==> src/rtl/tt_um_mult_deser.sv <==
// Deserializer for the bit-serial ternary multiplier: rebuilds LSB-first row results into parallel words.
// Optional MULT_DESER_SIGN_EXT_EN widens each row field to 16 bits, sign-extended at the output load.

module tt_um_mult_deser_lane #(
  parameter int OUT_BITS = 11
) (
  input  logic                clk,
  input  logic                rst,
  input  logic                clr,
  input  logic                shift_en,
  input  logic                sin,
  output logic [OUT_BITS-1:0] word
);
  // Holds the OUT_BITS-1 bits collected so far; the live serial bit completes the word.
  logic [OUT_BITS-2:0] sh;

  assign word = {sin, sh};

  always_ff @(posedge clk) begin
    if (rst || clr)    sh <= '0;
    else if (shift_en) sh <= word[OUT_BITS-1:1];
  end
endmodule

module tt_um_mult_deser #(
  parameter int MAX_OUT_LEN = 4,
  parameter int OUT_BITS    = 11,
  parameter int CNT_W       = 4
) (
  input  logic                      clk,
  input  logic                      rst,
  input  logic                      ui_frame_start,
  input  logic [MAX_OUT_LEN-1:0]    ui_serial,
  input  logic                      ui_ready,
  input  logic                      ui_clr_err,
`ifdef MULT_DESER_SIGN_EXT_EN
  output logic [MAX_OUT_LEN*16-1:0] uo_data,
`else
  output logic [MAX_OUT_LEN*OUT_BITS-1:0] uo_data,
`endif
  output logic                      uo_valid,
  output logic                      uo_busy,
  output logic                      uo_overrun,
  output logic                      uo_abort
);
`ifdef MULT_DESER_SIGN_EXT_EN
  localparam int FW = 16;
`else
  localparam int FW = OUT_BITS;
`endif
  localparam logic [CNT_W-1:0] LAST = CNT_W'(OUT_BITS - 1);

  typedef enum logic {IDLE, COLLECT} state_t;

  state_t                                   state_q, state_d;
  logic [CNT_W-1:0]                         cnt_q, cnt_d;
  logic                                     shift_en, sh_clr, done, abort_ev;
  logic [MAX_OUT_LEN-1:0][OUT_BITS-1:0]     word;
  logic [MAX_OUT_LEN-1:0][FW-1:0]           ld, data_q;

  always_ff @(posedge clk) begin
    if (rst) begin
      state_q <= IDLE;
      cnt_q   <= '0;
    end else begin
      state_q <= state_d;
      cnt_q   <= cnt_d;
    end
  end

  always_comb begin
    state_d  = state_q;
    cnt_d    = cnt_q;
    shift_en = 1'b0;
    sh_clr   = 1'b0;
    done     = 1'b0;
    abort_ev = 1'b0;
    case (state_q)
      IDLE: if (ui_frame_start) begin
        state_d = COLLECT;
        cnt_d   = '0;
        sh_clr  = 1'b1;
      end
      COLLECT: begin
        if (cnt_q == LAST) begin
          // Word is taken from the live serial bit; clear the lanes for the next frame.
          done    = 1'b1;
          sh_clr  = 1'b1;
          cnt_d   = '0;
          state_d = ui_frame_start ? COLLECT : IDLE;
        end else if (ui_frame_start) begin
          abort_ev = 1'b1;
          sh_clr   = 1'b1;
          cnt_d    = '0;
        end else begin
          shift_en = 1'b1;
          cnt_d    = cnt_q + 1'b1;
        end
      end
      default: state_d = IDLE;
    endcase
  end

  for (genvar r = 0; r < MAX_OUT_LEN; r++) begin : g_lane
    tt_um_mult_deser_lane #(.OUT_BITS(OUT_BITS)) u_lane (
      .clk      (clk),
      .rst      (rst),
      .clr      (sh_clr),
      .shift_en (shift_en),
      .sin      (ui_serial[r]),
      .word     (word[r])
    );
`ifdef MULT_DESER_SIGN_EXT_EN
    assign ld[r] = {{(FW-OUT_BITS){word[r][OUT_BITS-1]}}, word[r]};
`else
    assign ld[r] = word[r];
`endif
  end

  always_ff @(posedge clk) begin
    if (rst) begin
      data_q     <= '0;
      uo_valid   <= 1'b0;
      uo_overrun <= 1'b0;
      uo_abort   <= 1'b0;
    end else begin
      if (done) begin
        data_q   <= ld;
        uo_valid <= 1'b1;
      end else if (ui_ready) begin
        uo_valid <= 1'b0;
      end
      // Error events win over a simultaneous clear.
      uo_overrun <= (done && uo_valid && !ui_ready) || (uo_overrun && !ui_clr_err);
      uo_abort   <= abort_ev || (uo_abort && !ui_clr_err);
    end
  end

  assign uo_data = data_q;
  assign uo_busy = (state_q == COLLECT);
endmodule

==> config.mk <==
export PLATFORM = sky130hd
export DESIGN_NAME = tt_um_mult_deser
export DESIGN_NICKNAME = d
export VERILOG_FILES = /design/src/rtl/tt_um_mult_deser.sv
export SDC_FILE = /design/constraint.sdc
export NUM_CORES = 1
export LEC_CHECK = 0
export CAP_MARGIN = 30
export CORE_MARGIN = 2
export CORE_UTILIZATION = 35
export DETAILED_ROUTE_END_ITERATION = 10
export GPL_TIMING_DRIVEN = 0
export PLACE_DENSITY = 0.66
export SLEW_MARGIN = 15
export SYNTH_ARGS = -nofsm -noshare
export SYNTH_HDL_FRONTEND = slang
export SYNTH_HIERARCHICAL = 1
export SYNTH_SLANG_ARGS = --single-unit
==> constraint.sdc <==
create_clock -name clk -period 2.4 [get_ports clk]
set_input_delay 0.48 -clock clk [delete_from_list [all_inputs] [get_ports clk]]
set_output_delay 0.48 -clock clk [all_outputs]
set_load 0.05 [all_outputs]
---- Yosys cells after proc, flatten, opt, wreduce, memory -nomap -nowiden ----
Cells that the tools add are included.
Widths: inputs -> output; s select.
word-level totals
  register bits after elaboration ......... 92
  output and inout bits ................... 48
cells by class
  reduce and logical (&&, ||, !) cells .... 10
  equality and inequality tests ........... 2
  muxes and demuxes ....................... 18
  bitwise gates (word level) .............. 1
  add/subtract/negate cells ............... 1
operators by type and width
  cell                 count
  $mux 1               12
  $mux 4               3
  $pmux 4 s2           1
  $add 4x1->4 const B  1
  $eq 4x4->1 const B   1
  $logic_and 1x1->1    4
  $pmux 1 s2           2
  $logic_or 1x1->1     3
  $logic_not 1->1      2
  $ne 2x2->1 const B   1
  $reduce_bool 2->1    1
  $not 1->1            1

---- Longest topological paths before layout ----
Gate-level depths: netlist (run 1).
  word-level depth ........................ 6
  mapped depth ............................ 8
  mapped depth without buffers ............ 7

---- Cells and area by module ----
The synthesis (run 1) kept the hierarchy.
modules (own cells, without submodules)
  module                 cells an instance  sequential area each (um^2)  area an instance (um^2)  instances
  tt_um_mult_deser       233                1041.0                       1980.6                   1
  tt_um_mult_deser_lane  34                 200.2                        370.4                    4

---- Least setup slack after synthesis (run 1) ----
Ideal clock, no wire load.
  kind .................................... reg2reg
  start point ............................. register state_q, in the netlist uo_busy
  end point ............................... register g_lane[0].u_lane.sh[0]
  clock period less this slack ............ 1.833 ns
  library setup time ...................... 0.114 ns
  stages on the path, launching flop included .. 6
  data required time ...................... 2.286 ns
  buffers on the path ..................... 1
  path slack .............................. 0.567 ns
  arrival ................................. 1.719 ns
  path through ............................ dfxtp_1 > o21ai_0 > nor2_1 > buf_4 > mux2i_1 > nor2_1
on the way
  elaborated cells on any way between the ends .. 4
  classes of those cells .................. 2 x mux; 1 x bitwise; 1 x reduce/logical
RTL lines
  item                    RTL line  RTL
  from (decl)             55        state_t state_q, state_d;
  from (signal assigned)  66        state_q <= state_d;
  $mux 1                  78        case (state_q)
  via shift_en            57        logic shift_en, sh_clr, done, abort_ev;
  to (signal assigned)    21        else if (shift_en) sh <= word[OUT_BITS-1:1];
  to (decl)               15        logic [OUT_BITS-2:0] sh;
The timed path passes the listed nets, and every way through them passes these cells.
A chain may end at the register's enable or synchronous reset.

---- Worst setup path in the final report (run 1) ----
  start point ............................. register state_q, in the netlist uo_busy
  end point ............................... output uo_busy
RTL lines
  item       RTL line  RTL
  to (decl)  42        output logic uo_busy,
No word-level cell between the ends.

==> results of run 1 <==
## power by group through the flow
stage | Clock [µW] | Sequential (µW) | Combinational, µW
final | 1030 | 1530 | 116
after global routing | 1120 | 1540 | 126
after CTS | 1070 | 1530 | 118
after detailed placement | 0 | 1570 | 118
after global placement | 0 | 1570 | 117
after floorplan | 0 | 1580 | 74.3
## cell usage after synthesis, drive strengths merged
cell	instances	area (µm²)
nand3b	2	15.0
ha	2	25.0
a21oi	47	280
clkbuf	6	22.5
or3b	3	26.3
or2	4	25.0
nor2	42	158
and4b	2	21.3
nand2	94	353
o31ai	2	15.0
a21boi	1	7.51
inv	2	7.51
mux2i	40	400
o21ai	3	15.0
nand3	1	5.00
nand4b	1	8.76
nand2b	1	6.26
dfxtp	92	1840
o41ai	2	17.5
buf	22	211
## registers in the layout, indices dropped and copies added, names as in the netlist
name and cells:
uo_overrun 1, uo_busy 1, g_lane.u_lane/sh 40, uo_abort 1, cnt_q 4, uo_valid 1, uo_data 44
## metrics by stage
step	hold slack, ns	power, µW	util
floorplan	0.431	1650	-
global placement	0.440	1690	0.433
detailed placement	0.446	1690	0.433
CTS	0.456	2720	0.453
global route	0.477	2780	0.453
finish	0.452	2680	0.453
## routing by layer
metal,vias to the layer above,track usage
met3,11,0.0363
met5,-,0
met4,0,0.0709
met2,42,0.216
met1,1172,0.176
li1,1336,-
## area by class of cell
class / instances / area share
clock buffers: 10 / 0.0313
inverters: 2 / 0.00171
flip-flops and latches: 92 / 0.419
well taps: 133 / 0.0379
clock inverters: 6 / 0.0145
repair buffers: 56 / 0.128
multi-input cells: 247 / 0.314
plain buffers: 28 / 0.0533
## worst paths after layout
| path | start | endpoint | slack [ns] | cells after the start |
|---|---|---|---|---|
| worst min register to register | g_lane[0].u_lane/sh[0] | uo_data[0] | 0.45 | 2 |
| worst max register to register | cnt_q[0] | g_lane[2].u_lane/sh[6] | 0.36 | 8 |
| worst max-delay path | uo_busy | uo_busy | 0.26 | 1 |
| worst min-delay path | g_lane[0].u_lane/sh[0] | uo_data[0] | 0.45 | 2 |
## kinds of logic (layout without fill, tap and decap cells)
family,Yosys count,after routing,share of synthesized area
AOI/OAI and AO/OA,55,55,0.0969
adders and majority gates,2,2,0.00723
buffers and inverters,30,102,0.0698
DFF,92,92,0.532
muxes,40,40,0.116
and+or+nand+nor,150,150,0.179
==> results.sh, run 1 <==
export IMPL_worstPathMaxFanout=9
export IMPL_pre_cts_ws_ns=0.306
export IMPL_min_path_type="register to register"
export IMPL_layout_min_cycle_time_ns=2.14
export IMPL_clk_pin_slew_ns=0.09
export IMPL_final_area_um2=4390
export IMPL_total_leakage_power_uw=0.00145
export IMPL_fillers=968
export IMPL_hold_buffers=0
export IMPL_via_per_inst=4.46
export IMPL_core_um2=9680
export IMPL_antenna_found_initial=0
export IMPL_relSlewSlack=0.588
export IMPL_dr_pass1_iters=4
export IMPL_cp_cell_sequence="clkdlybuf4s50_1"
export IMPL_gp_congestion=0.745
export IMPL_port_buffers=56
export IMPL_grt_pass1_vias=2457
export IMPL_wl_mm=6.78
export IMPL_final_common_cell="nand2_1"
export IMPL_synth_distinct_cells=26
export IMPL_wire_per_inst_um=11.8
export IMPL_grt_pass1_wl_mm=11.4
export IMPL_drt_met1_wl_mm=3.22
export IMPL_drtIter0Drc=51
export IMPL_vias=2561
export IMPL_max_stage_delay_ns=0.85
export IMPL_ir_drop_v=0.000329
export IMPL_slowest_stage="clkdlybuf4s50_1"
export IMPL_end_kind="output port"
export IMPL_synth_seq_cells=92
export IMPL_place_hpwl_mm=4.88
export IMPL_critPathLaunchType="register"
export IMPL_post_cts_setup_buffers=0
export IMPL_place_inst=558
export IMPL_finalSetupTns_ns=0
export IMPL_layout_setup_ws_ns=0.258
export IMPL_pwr_share_comb=0.043
export IMPL_clock_path_buffers=2
export IMPL_fin_skew_ns=0.00942
export IMPL_p_switching_uw=598
export IMPL_dr_wl_met2_mm=3.08
export IMPL_die_x_um=103
export IMPL_grt_max_degree=16
export IMPL_synth_fp_nets=380
export IMPL_final_hold_violation_count=0
export IMPL_fin_cells=574
export IMPL_synth_area_per_cell_um2=9.38
export IMPL_max_freq_mhz=467
export IMPL_postRouteAntennaNets=0
export IMPL_swShare=0.223
export IMPL_worstPathRequired_ns=1.92
export IMPL_fp_row_count=36
export IMPL_worstSetupPathType="register to output port"
export IMPL_p_per_area_nw_per_um2=612
export IMPL_wl_met3_um=342
export IMPL_cts_num_sinks=92
export IMPL_tightest_slew_ns=0.618
export IMPL_p_int_uw=2090
export IMPL_maxUsedRoutingLayer="met4"
export IMPL_mostFrequentLayoutCells="nand2_1 (94), dfxtp_1 (92), clkdlybuf4s50_1 (56)"
export IMPL_die_h_um=103
export IMPL_crit_arrival_ns=1.66
export IMPL_drv_cap=0
export IMPL_min_period_over_period=0.892
export IMPL_cts_tree="yes"
export IMPL_initial_core_util=0.357
export IMPL_pin_count=57
export IMPL_insertion_delay_ns=0.36
export IMPL_path_buf_inv=1
export IMPL_layout_drive_gt1_share=0.120
export IMPL_cts_buffers=9
export IMPL_die_area_um2=10700
export IMPL_multi_input_area_um2=1380
export IMPL_drv_slew=0
export IMPL_status="finished, final reports clean"
export IMPL_cts_resized=0
export IMPL_crit_family="buffers and inverters"
export IMPL_syn_inst=369
export IMPL_clock_power_share=0.385
export IMPL_dpl_cell_area_um2=4190
export IMPL_antennaDiodeCount=0
export IMPL_ys_seq_area_frac=0.532
export IMPL_ff_latch_area_um2=1840
export IMPL_nets=447
export IMPL_yosys_warnings=6
export IMPL_synthesis_area_um2=3460
export IMPL_root_buffer="clkbuf_8"
export IMPL_power_frac_seq=0.572
export IMPL_rsz0062_at_grt="no"
export IMPL_areaGrowthSynthToFinish_pct=26.8
export IMPL_grt_remaining_overflow=0
export IMPL_htree_levels=3
export IMPL_drc_errors=0
export IMPL_grt_total_usage=0.138
export IMPL_final_setup_viol_count=0
Power figures use the tool's default switching activity.
==> inputs of run 2 (changes only) <==
--- a/config.mk
+++ b/config.mk
@@ -9,6 +9,7 @@
 export CORE_MARGIN = 2
 export CORE_UTILIZATION = 35
 export DETAILED_ROUTE_END_ITERATION = 10
+export GPL_ROUTABILITY_DRIVEN = 1
 export GPL_TIMING_DRIVEN = 0
 export PLACE_DENSITY = 0.66
 export SLEW_MARGIN = 15
==> constraint.sdc (replaced) <==
create_clock -name clk -period 2.72 [get_ports clk]
set_input_delay 0.544 -clock clk [delete_from_list [all_inputs] [get_ports clk]]
set_output_delay 0.544 -clock clk [all_outputs]
set_load 0.05 [all_outputs]
==> results of run 2 <==
The final DEF is identical to that of run 1. Status: finished, final reports clean.
Among the figures that moved: setup slack after placement 0.306 ns -> 0.562 ns; setup slack after layout 0.258 ns -> 0.514 ns; register-to-register setup slack 0.36 ns -> 0.68 ns; total power 2680 µW -> 2370 µW; worst IR drop on VDD 0.000329 V -> 0.000290 V
==> inputs of run 3 (changes only) <==
==> constraint.sdc (replaced) <==
create_clock -name clk -period 2.25 [get_ports clk]
set_input_delay 0.45 -clock clk [delete_from_list [all_inputs] [get_ports clk]]
set_output_delay 0.45 -clock clk [all_outputs]
set_load 0.05 [all_outputs]
==> run 3 against run 2 <==
Utilization is essentially flat. Largest cell class unchanged. Sequential power grew 21%. First-iteration DRC count is the same. Flip-flop and latch count is the same. Cell area is essentially flat. Non-clock buffer count is the same. Wire length is essentially flat. Clock skew is essentially flat.
==> results.sh, run 3 (synthesis gave the netlist of run 1 again) <==
export IMPL_core_um2=9680
export IMPL_dr_pass1_iters=4
export IMPL_ff_latch_area_um2=1840
export IMPL_antenna_found_initial=0
export IMPL_max_stage_delay_ns=0.85
export IMPL_finalPower_uw=2860
export IMPL_layout_min_cycle_time_ns=2.11
export IMPL_hold_start="g_lane[0].u_lane/sh[0]"
export IMPL_path_buf_inv=1
export IMPL_grt_max_degree=16
export IMPL_final_hold_violation_count=0
export IMPL_postRouteAntennaNets=0
export IMPL_cts_buffers=9
export IMPL_hold_buffers=0
export IMPL_wire_per_inst_um=11.8
export IMPL_crit_start="uo_busy"
export IMPL_status="finished, final reports clean"
export IMPL_crit_arrival_ns=1.66
export IMPL_initial_core_util=0.357
export IMPL_port_buffers=56
export IMPL_relSlewSlack=0.566
export IMPL_cts_num_sinks=92
export IMPL_vias=2571
export IMPL_fin_skew_ns=0.00933
export IMPL_grt_pass1_wl_mm=11.4
export IMPL_rr_startpoint="cnt_q[1]"
export IMPL_slowest_stage="clkdlybuf4s50_1"
export IMPL_p_per_area_nw_per_um2=652
export IMPL_worstPathRequired_ns=1.80
export IMPL_insertion_delay_ns=0.36
export IMPL_max_freq_mhz=474
export IMPL_final_setup_viol_count=0
export IMPL_finalSetupTns_ns=0
export IMPL_cts_tree="yes"
export IMPL_wl_mm=6.77
export IMPL_tightest_slew_ns=0.645
export IMPL_gp_congestion=0.745
export IMPL_via_per_inst=4.48
export IMPL_total_leakage_power_uw=0.00145
export IMPL_mostFrequentLayoutCells="nand2_1 (94), dfxtp_1 (92), clkdlybuf4s50_1 (56)"
export IMPL_clock_path_buffers=2
export IMPL_areaGrowthSynthToFinish_pct=26.9
export IMPL_worstPathMaxFanout=9
export IMPL_grt_pass1_vias=2457
export IMPL_root_buffer="clkbuf_8"
export IMPL_critPathLaunchType="register"
export IMPL_clk_pin_slew_ns=0.09
export IMPL_min_period_over_period=0.938
export IMPL_largest_reg_flops=44
export IMPL_min_path_type="register to register"
export IMPL_pin_count=57
export IMPL_drc_errors=0
export IMPL_nets=447
export IMPL_grt_remaining_overflow=0
export IMPL_antennaDiodeCount=0
export IMPL_htree_levels=3
export IMPL_place_hpwl_mm=4.88
export IMPL_multi_input_area_um2=1380
export IMPL_cp_cell_sequence="clkdlybuf4s50_1"
export IMPL_grt_total_usage=0.138
export IMPL_die_h_um=103
export IMPL_end_kind="output port"
export IMPL_die_area_um2=10700
export IMPL_fp_row_count=36
export IMPL_drv_cap=0
export IMPL_drv_slew=0
export IMPL_layout_setup_ws_ns=0.140
export IMPL_fin_util=0.454
export IMPL_die_x_um=103
export IMPL_final_common_cell="nand2_1"
export IMPL_crit_family="buffers and inverters"
export IMPL_pre_cts_ws_ns=0.186
export IMPL_ir_drop_v=0.000350
export IMPL_layout_drive_gt1_share=0.122
export IMPL_worstSetupPathType="register to output port"
export IMPL_rsz0062_at_grt="no"
export IMPL_fillers=967
export IMPL_drtIter0Drc=51
==> run 3: changes by cell type in the layout (fill, tap and decap cells not counted) <==
cell,previous run,this run
nor2_1,42,41
nor2_2,0,1
==> run 3: layout make-up <==
class / count / share of cell area
Multi-Input combinational cell: 247 / 0.314
Tap cell: 133 / 0.0379
Buffer: 28 / 0.0533
Inverter: 2 / 0.00171
Timing Repair Buffer: 56 / 0.128
Sequential cell: 92 / 0.419
Clock buffer: 10 / 0.0313
Clock inverter: 6 / 0.0145
==> run 3: stage by stage <==
step | hold WS (ns) | instances | instance area [µm²]
4_1_cts | 0.456 | 574 | 4390
3_3_place_gp | 0.440 | 558 | 4190
6_report | 0.452 | 574 | 4390
5_1_grt | 0.477 | 574 | 4390
3_5_place_dp | 0.446 | 558 | 4190
2_1_floorplan | 0.431 | 369 | 3460
==> run 3: timing repair <==
item / in CTS / in global routing
setup endpoints to repair: 0 / 1
resized for setup: 0 / 1
setup buffers: 0 / 0
==> run 3: power by group <==
group / total (µW) / switching, µW / leakage [µW] / internal, µW
combinational: 125 / 70.7 / 0.000607 / 54.0
clock: 1100 / 561 / 0.0000983 / 541
sequential: 1640 / 5.75 / 0.000741 / 1630
total: 2860 / 638 / 0.00145 / 2230
==> run 3: path summary, 6_finish.rpt <==
path | endpoint | slack, ns | cells after the start
worst max register to register | g_lane[2].u_lane/sh[6] | 0.26 | 7
worst min register to register | uo_data[0] | 0.45 | 2
worst min-delay path | uo_data[0] | 0.45 | 2
worst max-delay path | uo_busy | 0.14 | 1
==> run 3: per-layer routing <==
| metal | track usage | part of all wire | vias up |
|---|---|---|---|
| li1 | - | - | 1336 |
| met4 | 0.0709 | 0.020 | 0 |
| met1 | 0.176 | 0.47 | 1176 |
| met2 | 0.216 | 0.46 | 48 |
| met5 | 0 | 0 | - |
| met3 | 0.0363 | 0.055 | 11 |
==> RTL edit 1: new RTL, settings of run 3 <==
Add a define of `MULT_DESER_SIGN_EXT_EN`.
--- a/src/rtl/tt_um_mult_deser.sv
+++ b/src/rtl/tt_um_mult_deser.sv
@@ -2,2 +2,4 @@
 // Optional MULT_DESER_SIGN_EXT_EN widens each row field to 16 bits, sign-extended at the output load.
+
+`define MULT_DESER_SIGN_EXT_EN
 
Ports: changed (resized uo_data); port bits go from 57 to 77. No check against the original RTL was run, so the function may have changed too.
==> RTL edit 1 against run 3 <==
- setup slack lost 0.039 ns
- routed wire length is 8.1% higher
- synthesized area rose by 4.3%
- clock power is 9% lower
- final cell count is 7.1% higher
- sequential cell count unchanged
- power fell by 3.4%
- design area is 8.2% higher
- global-route usage decreased by 0.43 points
- combinational power hardly changed
- first-iteration DRC count up 22%
- largest cell class unchanged
- largest power group unchanged
==> RTL edit 1: results (changes against run 3) <==
[final_layout]
areaGrowthSynthToFinish_pct = 31.6
clock_area_share_pct = 3.69  ; -0.90 points
fillCellCount = 987  ; +2.1%
buffer_area_share_pct = 24.8  ; +6.7 points
sh_seq_area_pct = 38.7  ; -3.2 points
buffers = 124  ; +48%
drive_gt1_share_pct = 14.8  ; +2.6 points
n_clock_buffer = 12  ; +2

[pwr]
power.internal_uw = 2160  ; -2.9%
power.leakage_uw = 0.00188  ; +30%
peakVddDrop_v = 0.000371  ; +6.1%

[synthesis]
synth_cells = 389  ; +5.4%
syn_area_um2 = 3610  ; +4.3%
synth-compound-area-share_pct = 9.28  ; -0.40 points
synthMuxAreaShare_pct = 11.1  ; -0.48 points
yosysTopAreaCellShare_pct = 51.0  ; -2.2 points
synthAdderAreaFrac_pct = 0.693  ; -0.030 points
seq_area_frac_synth_pct = 51.0  ; -2.2 points

[critical_path]
crit_path_max_fanout = 7  ; -2
slowest_delay_ns = 0.79  ; -0.06 ns
cp_top_family = buffers and inverters

[route]
wl_mm = 7.32  ; +8.1%
via_per_inst = 4.43  ; -1.0%
route.layer.met1.wl_mm = 3.46  ; +8.8%
dr_wl_met2_mm = 3.31  ; +7.4%

[timing]
clock_skew_ns = 0.00559  ; -0.00374 ns

[placed_design]
dp.cells = 601  ; +7.7%
hpwl_mm = 5.30  ; +8.6%
dp_slack_ns = 0.175  ; -0.0109 ns
port_buffers = 76  ; +36%
routabilityCongestion = 0.724  ; -2.8%

[global_route]
grt_pass1_vias = 2627  ; +6.9%
gr-usage-met1_pct = 16.4  ; -1.2 points
use_met3_pct = 3.77  ; +0.14 points
grt_pass1_wl_mm = 11.9  ; +4.7%
grt_max_degree = 14  ; -2

[outcome]
status = completed

-- RTL edit 1: cell types whose count changed in the layout (fill, tap and decap cells not counted) --
cell / run 3 / this run
bufinv_16: 1 / 0
clkinvlp_4: 2 / 0
nor2_2: 1 / 0
dlymetal6s2s_1: 0 / 14
clkinv_4: 1 / 0
nor2_1: 41 / 42
clkbuf_8: 10 / 12
clkdlybuf4s50_1: 56 / 62
buf_4: 12 / 32
-- RTL edit 1: final timing paths --
kind | from | endpoint | slack (ns) | cells after the start
max | uo_data[10] | uo_data[13] | 0.10 | 2
min | uo_data[18] | uo_data[18] | 0.46 | 2
max reg2reg | cnt_q[0] | g_lane[1].u_lane/sh[5] | 0.17 | 8
min reg2reg | uo_data[18] | uo_data[18] | 0.46 | 2
-- RTL edit 1: power by group through the flow --
stage               clock, uW  sequential [uW]  combinational, uW
CTS                      1030             1640                127
global placement            0             1680                125
finish                   1000             1640                125
detailed placement          0             1680                126
global route             1100             1640                135
floorplan                   0             1680               79.2
==> RTL edit 2: new RTL, flow settings as in run 3 <==
Made on the original files. Reset style: asynchronous (`rst`), changed in 2 clocked blocks.
--- a/src/rtl/tt_um_mult_deser.sv
+++ b/src/rtl/tt_um_mult_deser.sv
@@ -60,3 +60,3 @@
 
-  always_ff @(posedge clk) begin
+  always_ff @(posedge clk or posedge rst) begin
     if (rst) begin
@@ -119,3 +119,3 @@
 
-  always_ff @(posedge clk) begin
+  always_ff @(posedge clk or posedge rst) begin
     if (rst) begin
Behaviour: differs if rst is asserted again (counterexample within 4 cycles, from zero or initial values and one cycle with rst high); with rst held inactive, the same outputs for 10 cycles.
==> RTL edit 2 against run 3 <==
- first-iteration DRC count grew 25%
- register-to-register slack gained 0.04 ns
- design area grew 3.9%
- critical path depth is the same
- routed wire length shrank 5.3%
- synthesized area grew 4.2%
- global-route usage shrank 1.1 points
- via count shrank 18%
- setup slack lost 0.014 ns
- final cell count shrank 17%
- power grew 4.7%
- sequential cell count is the same
- critical path type unchanged
==> RTL edit 2: results (changes against run 3) <==
[placed_design]
hpwl_mm = 4.32  ; -11%
dp.cells = 461  ; -17%
postPlaceCellArea_um2 = 4360  ; +4.0%
routabilityCongestion = 0.653  ; -12%

[timing]
relSlewSlack_pct = 59.9  ; +3.3 points
clock_skew_ns = 0.0148  ; +0.00545 ns
holdWs_ns = 0.508  ; +0.0560 ns

[final_layout]
fin_nets = 347  ; -22%
drive_gt1_share_pct = 23.5  ; +11 points
fillCellCount = 965  ; -0.21%
final_cells = 477  ; -17%

[global_route]
grt_pass1_wl_mm = 11.3  ; -0.84%
grtUsageTotal_pct = 12.7  ; -1.1 points
grt_pass1_vias = 2307  ; -6.1%

[synthesis]
synth_area_leaders = dfrtp_1, dfxtp_1, mux2_4
synth_edf_count = 0  ; unchanged
synthArstFlopShare_pct = 56.5  ; +57 points
avgSynthCellArea_um2 = 13.5  ; +43%
seq_area_frac_synth_pct = 58.3  ; +5.1 points
syn_nets = 279  ; -27%
synth_flop_cell = dfrtp_1
yosys-top-cells-count = dfrtp_1, nor2_1, dfxtp_1, mux2i_1, mux2_4
ys_types = 24  ; -7.7%

[critical_path]
arrival_ns = 1.67
r2r-start = cnt_q[0]
rrSetupSlack_ns = 0.30  ; +0.04 ns
reg2reg_depth = 9  ; +2
crit_path_max_fanout = 8  ; -1
timing.rr.end = g_lane[3].u_lane/sh[0]

[min_path]
holdPathEnd = uo_data[33]
hold_start = g_lane[3].u_lane/sh[0]

[route]
wire_per_inst_um = 13.5  ; +14%
via_per_inst = 4.44  ; -0.96%

[outcome]
status = completed

[pwr]
peakVddDrop_v = 0.000307  ; -12%

-- RTL edit 2: changes by cell type after synthesis, moves of 4 or more --
| cell | run 3 | this run |
|---|---|---|
| mux2_2 | 0 | 17 |
| clkbuf_1 | 6 | 0 |
| a21oi_1 | 35 | 2 |
| nand2_1 | 94 | 7 |
| mux2_4 | 0 | 27 |
| buf_8 | 4 | 0 |
| dfrtp_1 | 0 | 52 |
| dfxtp_1 | 92 | 40 |
| a21oi_2 | 12 | 0 |
-- RTL edit 2: cells by family (layout without fill, tap and decap cells) --
group / after synthesis / after routing / share of synthesized area [%]
simple gates: 58 / 58 / 7.01
compound gates: 10 / 10 / 1.66
buf+inv: 22 / 95 / 4.72
mux: 84 / 84 / 27.6
flops: 92 / 92 / 58.3
fa+ha+maj: 2 / 2 / 0.694
-- RTL edit 2: worst max-delay path by stage --
stage | to | slack [ns] | startpoint
floorplan | g_lane[0].u_lane/sh[0] | 0.45 | uo_busy
global placement | uo_data[14] | -0.70 | rst
detailed placement | g_lane[1].u_lane/sh[1] | 0.18 | ui_frame_start
CTS | uo_busy | 0.11 | uo_busy
global route | uo_busy | 0.05 | uo_busy
finish | uo_busy | 0.13 | uo_busy
-- RTL edit 2: final cells by class --
cell class	instances	area [um2]	share of cell area (%)
flip-flops and latches	92	2100	46.0
multi-input cells	154	1340	29.2
repair buffers	57	581	12.7
well taps	136	170	3.73
plain buffers	17	151	3.32
clock buffers	10	138	3.01
clock inverters	6	70.1	1.53
inverters	5	18.8	0.411
-- RTL edit 2: worst reg2reg max path: stages, from the launching register on --
cell	delay, ns
dfrtp_1	0.42
inv_1	0.07
ha_1	0.23
nand4b_1	0.11
buf_4	0.22
buf_6	0.19
nand2_1	0.12
or2_0	0.25
buf_6	0.15
nor2_1	0.12
-- RTL edit 2: per-layer routing --
layer	wire (um)	track usage, %	up-vias
met5	0	0	-
met4	101	4.79	0
met3	227	3.46	10
met2	2970	20.0	36
met1	3120	16.8	1033
li1	-	-	1037
-- RTL edit 2: power breakdown --
group / internal [uW] / switching, uW / total (uW) / leakage (uW)
Sequential: 1660 / 12.4 / 1670 / 0.00103
Clock: 554 / 596 / 1150 / 0.000107
Combinational: 77.7 / 103 / 181 / 0.000983
Total: 2290 / 711 / 3000 / 0.00212
-- RTL edit 2: per-stage QoR --
| step | worst slack [ns] | power [uW] |
|---|---|---|
| 3_5_place_dp | 0.183 | 1890 |
| 6_report | 0.126 | 3000 |
| 2_1_floorplan | 0.448 | 1830 |
| 5_1_grt | 0.0482 | 3140 |
| 3_3_place_gp | -0.699 | 1880 |
| 4_1_cts | 0.114 | 3050 |
-- RTL edit 2: what timing repair did --
action                     in CTS  in global routing
resized for setup               0                  1
hold endpoints to repair        0                  0
setup endpoints to repair       0                 15
